### src/rtl/zero_unpadding.sv
// zero_unpadding: strips the one-word border from a padded
// ROWS x COLS frame and writes interior words to a FIFO.
module zero_unpadding #(
  parameter int WL   = 96,
  parameter int ROWS = 14,
  parameter int COLS = 17
) (
  input  logic          clk,
  input  logic          rst,
  input  logic [WL-1:0] in,
  input  logic          in_valid,
  input  logic          start,
  input  logic          wrfull,
  output logic [WL-1:0] out,
  output logic          wrreq,
  output logic          busy,
  output logic          done,
  output logic          ovf
);

  localparam int RW = $clog2(ROWS + 1);
  localparam int CW = $clog2(COLS + 1);

  localparam logic [RW-1:0] ROW_ONE  = RW'(1);
  localparam logic [RW-1:0] ROW_TWO  = RW'(2);
  localparam logic [RW-1:0] ROW_LAST = RW'(ROWS);
  localparam logic [CW-1:0] COL_ONE  = CW'(1);
  localparam logic [CW-1:0] COL_TWO  = CW'(2);
  localparam logic [CW-1:0] COL_LAST = CW'(COLS);

  typedef enum logic [1:0] {
    IDLE = 2'd0,
    RUN  = 2'd1,
    DONE = 2'd2
  } state_t;

  state_t        state_q, state_d;
  logic [RW-1:0] row_q, row_d;
  logic [CW-1:0] col_q, col_d;
  logic [WL-1:0] out_q, out_d;
  logic          wrreq_q, wrreq_d;
  logic          ovf_q, ovf_d;
  logic          busy_q, busy_d;
  logic          done_q, done_d;

  logic interior;
  logic last_beat;

  // Position decode on the current counters, before they advance.
  always_comb begin
    interior  = (row_q >= ROW_TWO) && (row_q < ROW_LAST) &&
                (col_q >= COL_TWO) && (col_q < COL_LAST);
    last_beat = (row_q == ROW_LAST) && (col_q == COL_LAST);
  end

  // Frame control, counter advance and write/drop decision.
  always_comb begin
    state_d = state_q;
    row_d   = row_q;
    col_d   = col_q;
    out_d   = out_q;
    wrreq_d = 1'b0;
    ovf_d   = ovf_q;
    unique case (state_q)
      IDLE: begin
        if (start) begin
          state_d = RUN;
          row_d   = ROW_ONE;
          col_d   = COL_ONE;
          ovf_d   = 1'b0;
        end
      end
      RUN: begin
        if (in_valid) begin
          if (interior) begin
            if (!wrfull) begin
              out_d   = in;
              wrreq_d = 1'b1;
            end else begin
              ovf_d = 1'b1;
            end
          end
          if (last_beat) begin
            state_d = DONE;
            row_d   = ROW_ONE;
            col_d   = COL_ONE;
          end else if (col_q == COL_LAST) begin
            col_d = COL_ONE;
            row_d = row_q + ROW_ONE;
          end else begin
            col_d = col_q + COL_ONE;
          end
        end
      end
      DONE: begin
        state_d = IDLE;
      end
      default: begin
        state_d = IDLE;
      end
    endcase
    busy_d = (state_d != IDLE);
    done_d = (state_d == DONE);
  end

  // State and registered outputs; reset aborts any frame.
  always_ff @(posedge clk or negedge rst) begin
    if (!rst) begin
      state_q <= IDLE;
      row_q   <= ROW_ONE;
      col_q   <= COL_ONE;
      out_q   <= '0;
      wrreq_q <= 1'b0;
      ovf_q   <= 1'b0;
      busy_q  <= 1'b0;
      done_q  <= 1'b0;
    end else begin
      state_q <= state_d;
      row_q   <= row_d;
      col_q   <= col_d;
      out_q   <= out_d;
      wrreq_q <= wrreq_d;
      ovf_q   <= ovf_d;
      busy_q  <= busy_d;
      done_q  <= done_d;
    end
  end

  assign out   = out_q;
  assign wrreq = wrreq_q;
  assign ovf   = ovf_q;
  assign busy  = busy_q;
  assign done  = done_q;

endmodule

### config.mk
export PLATFORM = sky130hd
export DESIGN_NAME = zero_unpadding
export DESIGN_NICKNAME = d
export VERILOG_FILES = /design/src/rtl/zero_unpadding.sv
export SDC_FILE = /design/constraint.sdc
export NUM_CORES = 1
export LEC_CHECK = 0
export CAP_MARGIN = 10
export CORE_ASPECT_RATIO = 0.5
export CORE_MARGIN = 3
export CORE_UTILIZATION = 42
export DETAILED_ROUTE_END_ITERATION = 16
export PLACE_DENSITY = 0.81
export SLEW_MARGIN = 20
export SYNTH_ARGS = -nofsm -noshare
export SYNTH_HDL_FRONTEND = slang
export SYNTH_SLANG_ARGS = --single-unit
### constraint.sdc
create_clock -name clk -period 3 [get_ports clk]
set_input_delay 0.6 -clock clk [delete_from_list [all_inputs] [get_ports clk]]
set_output_delay 0.6 -clock clk [all_outputs]
set_load 0.01 [all_outputs]
# Word-level counts from Yosys, hierarchy flattened
# Index checks and enable logic that the tools add are counted.
# classes
add_sub_neg	2
magnitude_cmp	4
eq_ne	9
muxes	23
bitwise_logic	1
n_reduce_logical	11
# ops
operator	count
$mux 5	4
$mux 4	4
$pmux 5 s2	1
$mux 1	8
$ne 2x2->1 const B	4
$pmux 4 s2	1
$reduce_and 4->1	2
$mux 2	3
$add 5x1->5 const B	1
$eq 5x5->1 const B	1
$ge 5x2->1 const B	1
$lt 5x5->1 const B	1
$reduce_and 5->1	1
$add 4x1->4 const B	1
$eq 4x4->1 const B	1
$ge 4x2->1 const B	1
$logic_and 1x1->1	4
$lt 4x4->1 const B	1
$pmux 2 s2	1
$reduce_bool 2->1	2
$ne 3x3->1 const B	1
$reduce_and 3->1	1
$eq 2x1->1 const B	1
$eq 2x2->1 const B	1
3 further kinds	3
# totals
register_bits	111
in_bits	101
out_inout_bits	100
word_cells	58

# Logic depth before layout (Yosys ltp)
# Gate-level depths: netlist of the first run.
# logic_depth
depth_word	7
mapped_depth	8
ltp_nobuf	6

# Worst setup path after synthesis of the first run
# Ideal clock, no wire load.
# synth_path
path_type	reg-to-reg
from	reg row_q[0]
to	reg out_q[65] (netlist: out[65])
arrival_ns	2.058
required_time_ns	2.875
path_slack_ns	0.816
stages_incl_launch_ff	9
path_buffers	2
synth_period_minus_slack_ns	2.184
path_cell_list	dfstp_2 > inv_1 > ha_1 > or4_1 > nand3_1 > nor3_4 > buf_6 > buf_6 > mux2_4
# synth_via
elab_chain_cells	5
elab_cells_between_ends	6
classes_between	order compare: 2; reduce/logical: 4
# synth_rtl
element	line	rtl
start: declaration	38	logic [RW-1:0] row_q, row_d;
start signal: assignment	119	row_q <= row_d;
$ge 4x2->1 or $lt 4x4->1 (tied branches)	51	interior = (row_q >= ROW_TWO) && (row_q < ROW_LAST) &&
$logic_and 1x1->1 * (2 in series)	51	
$logic_and 1x1->1 *	52	(col_q >= COL_TWO) && (col_q < COL_LAST);
$reduce_and 4->1 (no line) *	--	
end signal: assignment	121	out_q <= out_d;
end: declaration	40	logic [WL-1:0] out_q, out_d;
# Mark *: on every way between the ends. The rest lies on a longest branch, timed or not.
# A chain may end at the register's enable or synchronous reset.

# Final worst setup path of the first run
# layout_path
from	in in_valid
to	reg out_q[43] (netlist: out[43])
# layout_via
elab_chain_cells	1
# layout_rtl
element	line	rtl
start: declaration	11	input logic in_valid,
$reduce_and 4->1 (no line)	--	
# No other way between the ends.

==> summary.txt, run 1 <==
Cells and area
  • Util after Layout: 70.7%
  • Total area of sequential cells: 2780 µm²
  • Multi-input logic area: 1580 µm²
  • Filler cell count: 696
  • Number of diodes: 0
  • Layout area overhead: 56.1%
  • Layout Nets: 598
  • Ratio of cells with drive above 1 in the final layout: 25.2%

Timing
  • Pins over their slew limit: 0
  • Final worst slack: 672 ps
  • Worst Tran Pin Value: 679 ps
  • Final Hold Viols: 0
  • Min Tclk post-route: 2330 ps
  • Hold WS: 294 ps
  • Slew headroom: 54.7%
  • Share of the clock period used by the worst path: 77.6%
  • Setup-failing EPs final: 0
  • Post-route setup TNS: 0 ps
  • FMAX: 429 MHz
  • RSZ-0062 raised after global routing: no
  • Skew final: 7.87 ps

Clock network
  • CTS tree: built
  • TritonCTS buffer count: 9
  • Clk Tree Root Cell: clkbuf_16
  • Hold buffers post-CTS: 0
  • CTS sink cnt: 111
  • H-tree levels: 3
  • CTS resizes: 0
  • Bufs on Longest Clock Path: 2
  • Setup Buffers After CTS: 0
  • Reg clk slew, reported paths: 70 ps
  • Worst-Skew Late Latency: 340 ps

Route
  • Initial DRC count: 94
  • Vias: 3030
  • Routed vias/inst: 4.79
  • Drt pass-1 iters: 4
  • Drt drc: 0
  • Antenna violation net count after detailed routing: 0
  • Total Wirelength: 11000 µm
  • Post-DR wirelength/cell: 17.4 µm

Floorplanning
  • Die Span Y: 79.0 µm
  • Core Box Area: 9880 µm²
  • Die Wd: 152 µm
  • Initial Utilization: 45.3%
  • Die area: 12000 µm²
  • Num ports: 201
  • Floorplan row count: 25

Synth
  • List of most frequent post-synthesis cells: 109 x dfrtp_1, 67 x mux2_2, 29 x mux2_4
  • Mapped Cells: 282
  • Synth unique cells: 34
  • Synth area leaders: dfrtp_1 61%, mux2_2 17%, mux2_4 9.7%
  • Yosys top cell by area: dfrtp_1
  • Seq/Total Area, Yosys: 62.1%
  • Syn Std Cell Area: 4480 µm²
  • Post-synth top area share: 60.9%
  • FFs w/ async S/R, synth: 100%
  • Most frequent cell after synthesis: dfrtp_1
  • Number of synthesized flops with an enable pin: 0
  • Mean post-synth cell area: 15.9 µm²
  • Syn nets: 388
  • Yosys reg bits: 111
  • Most used DFF post-synth: dfrtp_1
  • Ys Warns: 0

Global route
  • Grt ovf: 0
  • GR Util All Layers: 18.9%
  • Vias in the first global route: 3345
  • First-pass GRT wire length: 17800 µm
  • Initial antenna violation count: 0
  • Largest net degree at the start of global routing: 55

Setup path
  • Worst Setup Start Kind: primary input
  • Worst-path fanout max: 9
  • Crit end category: register
  • Required time worst endpoint: 3220 ps
  • CP arrival: 2550 ps
  • Kind of critical path: primary input to register

Power and ir drop
  • Logic pwr share: 45.6%
  • Pwr/cell area: 1010 nW/µm²
  • Sequential share of power: 37.7%
  • Sw power: 2.06 mW
  • VDD IR-drop max: 0.349 mV
  • Cell leakage power: 2.93 nW
  • Internal power: 4.99 mW
  • Clock power frac: 16.7%
  • Switching share of power: 29.2%

Outcome
  • Outcome: finished clean

Placed design
  • Port bufs: 200
  • Final GP Congestion: 0.749
  • Post-Place Setup Slack: 282 ps
  • Dpl hpwl: 8540 µm

Flow run
  • Max-cap violation count: 0

Hold path
  • Worst Hold Class: primary input to async pin
## routing by layer
metal  part of all wire (%)  track usage, %
met3                    2.6            4.30
met5                      0               0
met4                    1.0            4.93
met1                     40            21.3
met2                     57            36.6
## final cells by class
| type | count | share of cell area (%) |
|---|---|---|
| tap | 135 | 2.42 |
| multi-input combinational | 150 | 22.6 |
| inverter | 9 | 0.483 |
| clock buffer | 13 | 3.58 |
| sequential | 111 | 39.8 |
| clock inverter | 3 | 0.644 |
| timing repair buffer | 211 | 30.5 |
## power by group through the flow
stage | Combinational [mW] | Clock [mW] | Sequential [mW]
after floorplan | 1.14 | 0 | 2.96
after global placement | 3.19 | 0 | 2.65
after detailed placement | 3.25 | 0 | 2.68
after CTS | 3.26 | 1.21 | 2.66
after global routing | 3.40 | 1.27 | 2.77
final | 3.21 | 1.18 | 2.66
## placed cells by master, fill, tap and decap left out, types with 3 or more instances in the layout
master	n
and2_1	3
buf_12	4
buf_4	8
clkbuf_1	3
clkbuf_16	9
clkdlybuf4s50_1	199
dfrtp_1	109
ha_1	5
inv_1	9
mux2_2	67
mux2_4	29
nand2_1	5
nand3_1	5
nor2_1	7
nor3_1	4
xnor2_1	4
## metrics by stage
| stage | cells | total power, mW | area, µm² |
|---|---|---|---|
| 5_1_grt | 632 | 7.45 | 6990 |
| 6_report | 632 | 7.05 | 6990 |
| 2_1_floorplan | 282 | 4.10 | 4480 |
| 3_3_place_gp | 616 | 5.83 | 6690 |
| 3_5_place_dp | 616 | 5.93 | 6690 |
| 4_1_cts | 632 | 7.14 | 6990 |
## cell families after synthesis
family,after synthesis,share of synthesized area (%)
flops,111,62.1
simple gates,31,3.94
mux,97,26.8
xor+xnor,4,0.782
compound gates,13,2.35
buf+inv,21,2.63
fa+ha+maj,5,1.40
## path summary, 6_finish.rpt
check,cells past startpoint,start,slack [ps],to
max,6,in_valid,670,out[43]$_DFFE_PN0P_
min,1,rst,290,out[17]$_DFFE_PN0P_
max reg2reg,5,col_q[3]$_DFFE_PN0P_,720,out[43]$_DFFE_PN0P_
min reg2reg,1,out[18]$_DFFE_PN0P_,510,out[18]$_DFFE_PN0P_
max in group asynchronous,2,rst,2000,out[61]$_DFFE_PN0P_
min in group clk,1,out[18]$_DFFE_PN0P_,510,out[18]$_DFFE_PN0P_
## flip-flops by register name, summed over array words and instances (netlist names)
name     cells
busy         1
out         96
ovf          1
wrreq        1
row_q        4
state_q      2
col_q        5
done         1
## worst max-delay path, cell delays in order
cell	delay (ps)
clkdlybuf4s50_1	500
and3b_1	210
nand3_1	150
nor3_4	470
buf_4	280
mux2_2	350
(Power assumes the default switching activity.)
==> inputs of run 2 (changes only) <==
Clock period 3 ns to 2.25 ns, I/O delays scaled along.
==> summary.txt, run 2 (synthesis results as in run 1) <==
Timing
  • Skew final: 5.04 ps
  • RSZ-0062 raised after global routing: no
  • Final worst slack: 55.0 ps
  • Share of the clock period used by the worst path: 97.6%
  • Pins over their slew limit: 0
  • Min Tclk post-route: 2200 ps
  • Slew headroom: 64.2%
  • FMAX: 456 MHz
  • Setup-failing EPs final: 0
  • Worst Tran Pin Value: 537 ps
  • Final Hold Viols: 0

Clock network
  • CTS tree: built
  • CTS sink cnt: 111
  • Bufs on Longest Clock Path: 2
  • Clk Tree Root Cell: clkbuf_16
  • H-tree levels: 3
  • Worst-Skew Late Latency: 350 ps
  • Reg clk slew, reported paths: 70 ps
  • Hold buffers post-CTS: 0
  • TritonCTS buffer count: 9

Cells and area
  • Number of diodes: 0
  • Most common cell after layout, fill and taps aside: clkdlybuf4s50_1
  • Filler cell count: 688
  • Fin cells: 645
  • Layout area overhead: 59.6%
  • Layout Nets: 611
  • Most frequent cells in the layout: 199 x clkdlybuf4s50_1, 109 x dfrtp_1, 67 x mux2_2
  • Ratio of cells with drive above 1 in the final layout: 28.2%
  • Number of flip-flops in the largest register: 96

Setup path
  • Critical path startpoint: col_q[0]$_DFFE_PN1P_
  • Worst-path fanout max: 12
  • FF-to-FF path depth: 8
  • Crit end category: register
  • Reg-to-Reg End: out[84]$_DFFE_PN0P_
  • Kind of critical path: register to register
  • Reg2reg start: col_q[0]$_DFFE_PN1P_
  • CP endpoint: out[84]$_DFFE_PN0P_
  • Worst Setup Start Kind: register
  • Required time worst endpoint: 2490 ps
  • CP arrival: 2430 ps
  • R2r setup slk: 50 ps

Route
  • Routed vias/inst: 4.89
  • Drt pass-1 iters: 5
  • Total Wirelength: 11600 µm
  • Post-DR wirelength/cell: 18.0 µm
  • Initial DRC count: 141
  • Drt drc: 0
  • Vias: 3154
  • Antenna violation net count after detailed routing: 0

Floorplanning
  • Initial Utilization: 45.3%
  • Floorplan row count: 25
  • Die area: 12000 µm²
  • Die Wd: 152 µm
  • Die Span Y: 79.0 µm
  • Num ports: 201
  • Core Box Area: 9880 µm²

Outcome
  • Outcome: finished clean

Power and ir drop
  • Pwr/cell area: 1330 nW/µm²
  • Switching share of power: 30.3%
  • Cell leakage power: 3.02 nW
  • Logic pwr share: 47.2%
  • Internal power: 6.64 mW
  • Sequential share of power: 36.9%
  • VDD IR-drop max: 0.497 mV
  • Clock power frac: 15.9%
  • Sw power: 2.88 mW

Placed design
  • Final GP Congestion: 0.757
  • Post-Place Setup Slack: -24.1 ps
  • Cells after DPL: 627
  • Dpl hpwl: 8790 µm
  • Port bufs: 200

Global route
  • GR Util All Layers: 19.5%
  • Grt ovf: 0
  • Largest net degree at the start of global routing: 42
  • First-pass GRT wire length: 18600 µm
  • Initial antenna violation count: 0
  • Vias in the first global route: 3462

Flow run
  • Max-cap violation count: 0

Hold path
  • Worst Hold Class: primary input to async pin
[run 2: critical path, stage by stage, from the launching register on]
cell and delay, ps:
dfstp_2 530, inv_1 40, ha_1 180, or4_4 410, o21ai_2 240, nor3_4 60
buf_12 160, clkbuf_16 170, mux2_4 290
[run 2: area by class of cell]
cell class                 instances  area (µm²)  area share (%)
sequential                       111        2780            38.9
timing repair buffer             224        2280            31.9
multi-input combinational        150        1600            22.4
clock buffer                       9         225            3.15
tap                              135         169            2.36
clock inverter                     7        57.6           0.806
inverter                           9        33.8           0.473
[run 2: worst min-delay path by stage]
stage,endpoint,slack [ps],startpoint
floorplan,busy$_DFF_PN0_,150,rst
global placement,out[22]$_DFFE_PN0P_,470,rst
detailed placement,out[21]$_DFFE_PN0P_,480,rst
CTS,out[50]$_DFFE_PN0P_,90,rst
global route,out[21]$_DFFE_PN0P_,120,rst
finish,out[21]$_DFFE_PN0P_,80,rst
[run 2: timing repair]
action / CTS / global route
endpoints found under the setup margin: 8 / 79
pin swaps: 0 / 4
cloned: 0 / 1
setup buffers: 0 / 2
resized for setup: 1 / 4
[run 2: power groups by stage]
stage / combinational [mW] / clock, mW / sequential (mW)
final: 4.49 / 1.52 / 3.51
after global routing: 4.76 / 1.64 / 3.65
after floorplan: 1.52 / 0 / 3.94
after CTS: 4.48 / 1.55 / 3.52
after detailed placement: 4.46 / 0 / 3.53
after global placement: 4.37 / 0 / 3.49
[run 2: metrics by stage]
stage / setup TNS (ps) / utilization (%) / power [mW] / hold slack [ps] / instance area (µm²)
2_1_floorplan: 0 / - / 5.46 / 154 / 4480
6_report: 0 / 72.3 / 9.52 / 80.8 / 7140
4_1_cts: 0 / 71.7 / 9.56 / 94.3 / 7090
5_1_grt: 0 / 72.3 / 10.0 / 117 / 7140
3_3_place_gp: 0 / 68.8 / 7.87 / 474 / 6800
3_5_place_dp: -107 / 68.8 / 7.99 / 475 / 6800
[run 2: layer usage]
| metal | wire length [µm] | track usage (%) | part of all wire (%) | vias to the layer above |
|---|---|---|---|---|
| met4 | 313 | 7.53 | 2.7 | 0 |
| met2 | 6370 | 36.0 | 55 | 79 |
| met5 | 0 | 0 | 0 | - |
| met1 | 4530 | 22.6 | 39 | 1614 |
| li1 | - | - | - | 1435 |
| met3 | 380 | 4.14 | 3.3 | 26 |
==> inputs of run 3 (changes only) <==
Settings changed: MAX_ROUTING_LAYER set to met4.
==> summary.txt, run 3 (synthesis results as in run 1) <==
Outcome
  • Outcome: finished clean

Setup path
  • Peak per-stage delay on the critical path: 530 ps
  • Required time worst endpoint: 2490 ps
  • Reg-to-Reg End: out[84]$_DFFE_PN0P_
  • Critical path startpoint: col_q[0]$_DFFE_PN1P_
  • Crit end category: register
  • FF-to-FF path depth: 8
  • Kind of critical path: register to register
  • CP endpoint: out[84]$_DFFE_PN0P_
  • Worst-path fanout max: 12
  • Worst Setup Start Kind: register
  • R2r setup slk: 60 ps
  • CP arrival: 2430 ps
  • CP cell instances: inv_1 > ha_1 > or4_4 > o21ai_2 > nor3_4 > buf_12 > clkbuf_16 > mux2_4
  • Reg2reg start: col_q[0]$_DFFE_PN1P_
  • Slowest CP cell: dfstp_2

Cells and area
  • Layout area overhead: 59.6%
  • Number of diodes: 0
  • Most frequent cells in the layout: 199 x clkdlybuf4s50_1, 109 x dfrtp_1, 67 x mux2_2
  • Number of flip-flops in the largest register: 96
  • Most common cell after layout, fill and taps aside: clkdlybuf4s50_1
  • Layout Nets: 611
  • Ratio of cells with drive above 1 in the final layout: 28.2%
  • Filler cell count: 688

Timing
  • Pins over their slew limit: 0
  • Worst Tran Pin Value: 534 ps
  • Setup-failing EPs final: 0
  • Share of the clock period used by the worst path: 97.3%
  • Min Tclk post-route: 2190 ps
  • Skew final: 6.30 ps
  • Final Hold Viols: 0
  • Hold WS: 79.2 ps
  • FMAX: 457 MHz
  • Post-route setup TNS: 0 ps
  • Slew headroom: 64.4%
  • RSZ-0062 raised after global routing: no

Clock network
  • CTS tree: built
  • H-tree levels: 3
  • Bufs on Longest Clock Path: 2
  • Reg clk slew, reported paths: 70 ps
  • CTS sink cnt: 111
  • Worst-Skew Late Latency: 350 ps
  • Clk Tree Root Cell: clkbuf_16
  • TritonCTS buffer count: 9

Placed design
  • Port bufs: 200
  • Final GP Congestion: 0.767
  • Dpl hpwl: 8790 µm

Floorplanning
  • Initial Utilization: 45.3%
  • Floorplan row count: 25
  • Num ports: 201
  • Core Box Area: 9880 µm²
  • Die Span Y: 79.0 µm
  • Die Wd: 152 µm
  • Die area: 12000 µm²

Global route
  • Vias in the first global route: 3441
  • First-pass GRT wire length: 18600 µm
  • GR Util All Layers: 20.1%
  • Largest net degree at the start of global routing: 42
  • Initial antenna violation count: 0
  • Grt ovf: 0

Route
  • Antenna violation net count after detailed routing: 0
  • Initial DRC count: 137
  • Routed met1 length: 4490 µm
  • Post-DR wirelength/cell: 18.0 µm
  • Vias: 3140
  • Routed length on met2: 6410 µm
  • Drt pass-1 iters: 5
  • Wire length on met3: 392 µm
  • Routed vias/inst: 4.87
  • Total Wirelength: 11600 µm
  • Drt drc: 0
  • Max layer used: met4

Hold path
  • Worst Hold Class: primary input to async pin

Power and ir drop
  • Power Total: 9.52 mW
  • VDD IR-drop max: 0.499 mV
  • Cell leakage power: 3.02 nW
  • Pwr/cell area: 1330 nW/µm²

Flow run
  • Max-cap violation count: 0
==> run 3: cell counts in the layout (fill, tap and decap cells not counted) <==
Identical to the previous run, type by type.
==> run 3: worst max-delay path: cells and delay by family, from the launching register on <==
kind            cells  cell delay (ps)
buf+inv             3              370
simple gates        2              470
fa+ha+maj           1              180
compound gates      1              230
flops               1              530
mux                 1              290
==> run 3: worst min-delay path by stage <==
stage / startpoint / end / depth (start not counted)
after floorplan: rst / busy$_DFF_PN0_ / 0
after global placement: rst / out[22]$_DFFE_PN0P_ / 1
after detailed placement: rst / out[21]$_DFFE_PN0P_ / 1
after CTS: rst / out[50]$_DFFE_PN0P_ / 1
after global routing: rst / out[21]$_DFFE_PN0P_ / 1
final: rst / out[21]$_DFFE_PN0P_ / 1
==> run 3: layout make-up <==
cell class	count	area [µm²]	share of cell area [%]
clock buffer	9	225	3.15
clock inverter	7	57.6	0.806
inverter	9	33.8	0.473
multi-input combinational	150	1600	22.4
sequential	111	2780	38.9
tap	135	169	2.36
timing repair buffer	224	2280	31.9
==> run 3: where the power goes <==
group / total, mW / internal (mW) / leakage (nW) / switching [mW]
logic: 4.49 / 2.90 / 1.58 / 1.59
clock network: 1.52 / 0.765 / 0.134 / 0.752
registers: 3.51 / 2.97 / 1.30 / 0.540
total: 9.52 / 6.64 / 3.02 / 2.88
==> run 3: metal layers <==
layer  track usage [%]  up-vias
li1                  -     1435
met2              35.8       75
met3              4.63       24
met4              7.00        0
met1              22.9     1606
met5                 -        -
==> run 3: per-stage QoR <==
stage                     instances  utilization, %  cell area (µm²)  worst slack, ps
after floorplan                 282               -             4480             66.5
after global placement          627            68.8             6800             26.4
after detailed placement        627            68.8             6800            -24.1
after CTS                       643            71.7             7090             13.6
after global routing            645            72.3             7140             6.49
final                           645            72.3             7140             60.0
==> run 3: repair_timing <==
action,4_1_cts,5_1_grt
gates resized for setup,1,4
pin swaps,0,4
setup endpoints to repair,8,79
hold buffers,0,0
buffers inserted,0,2
gates cloned,0,1
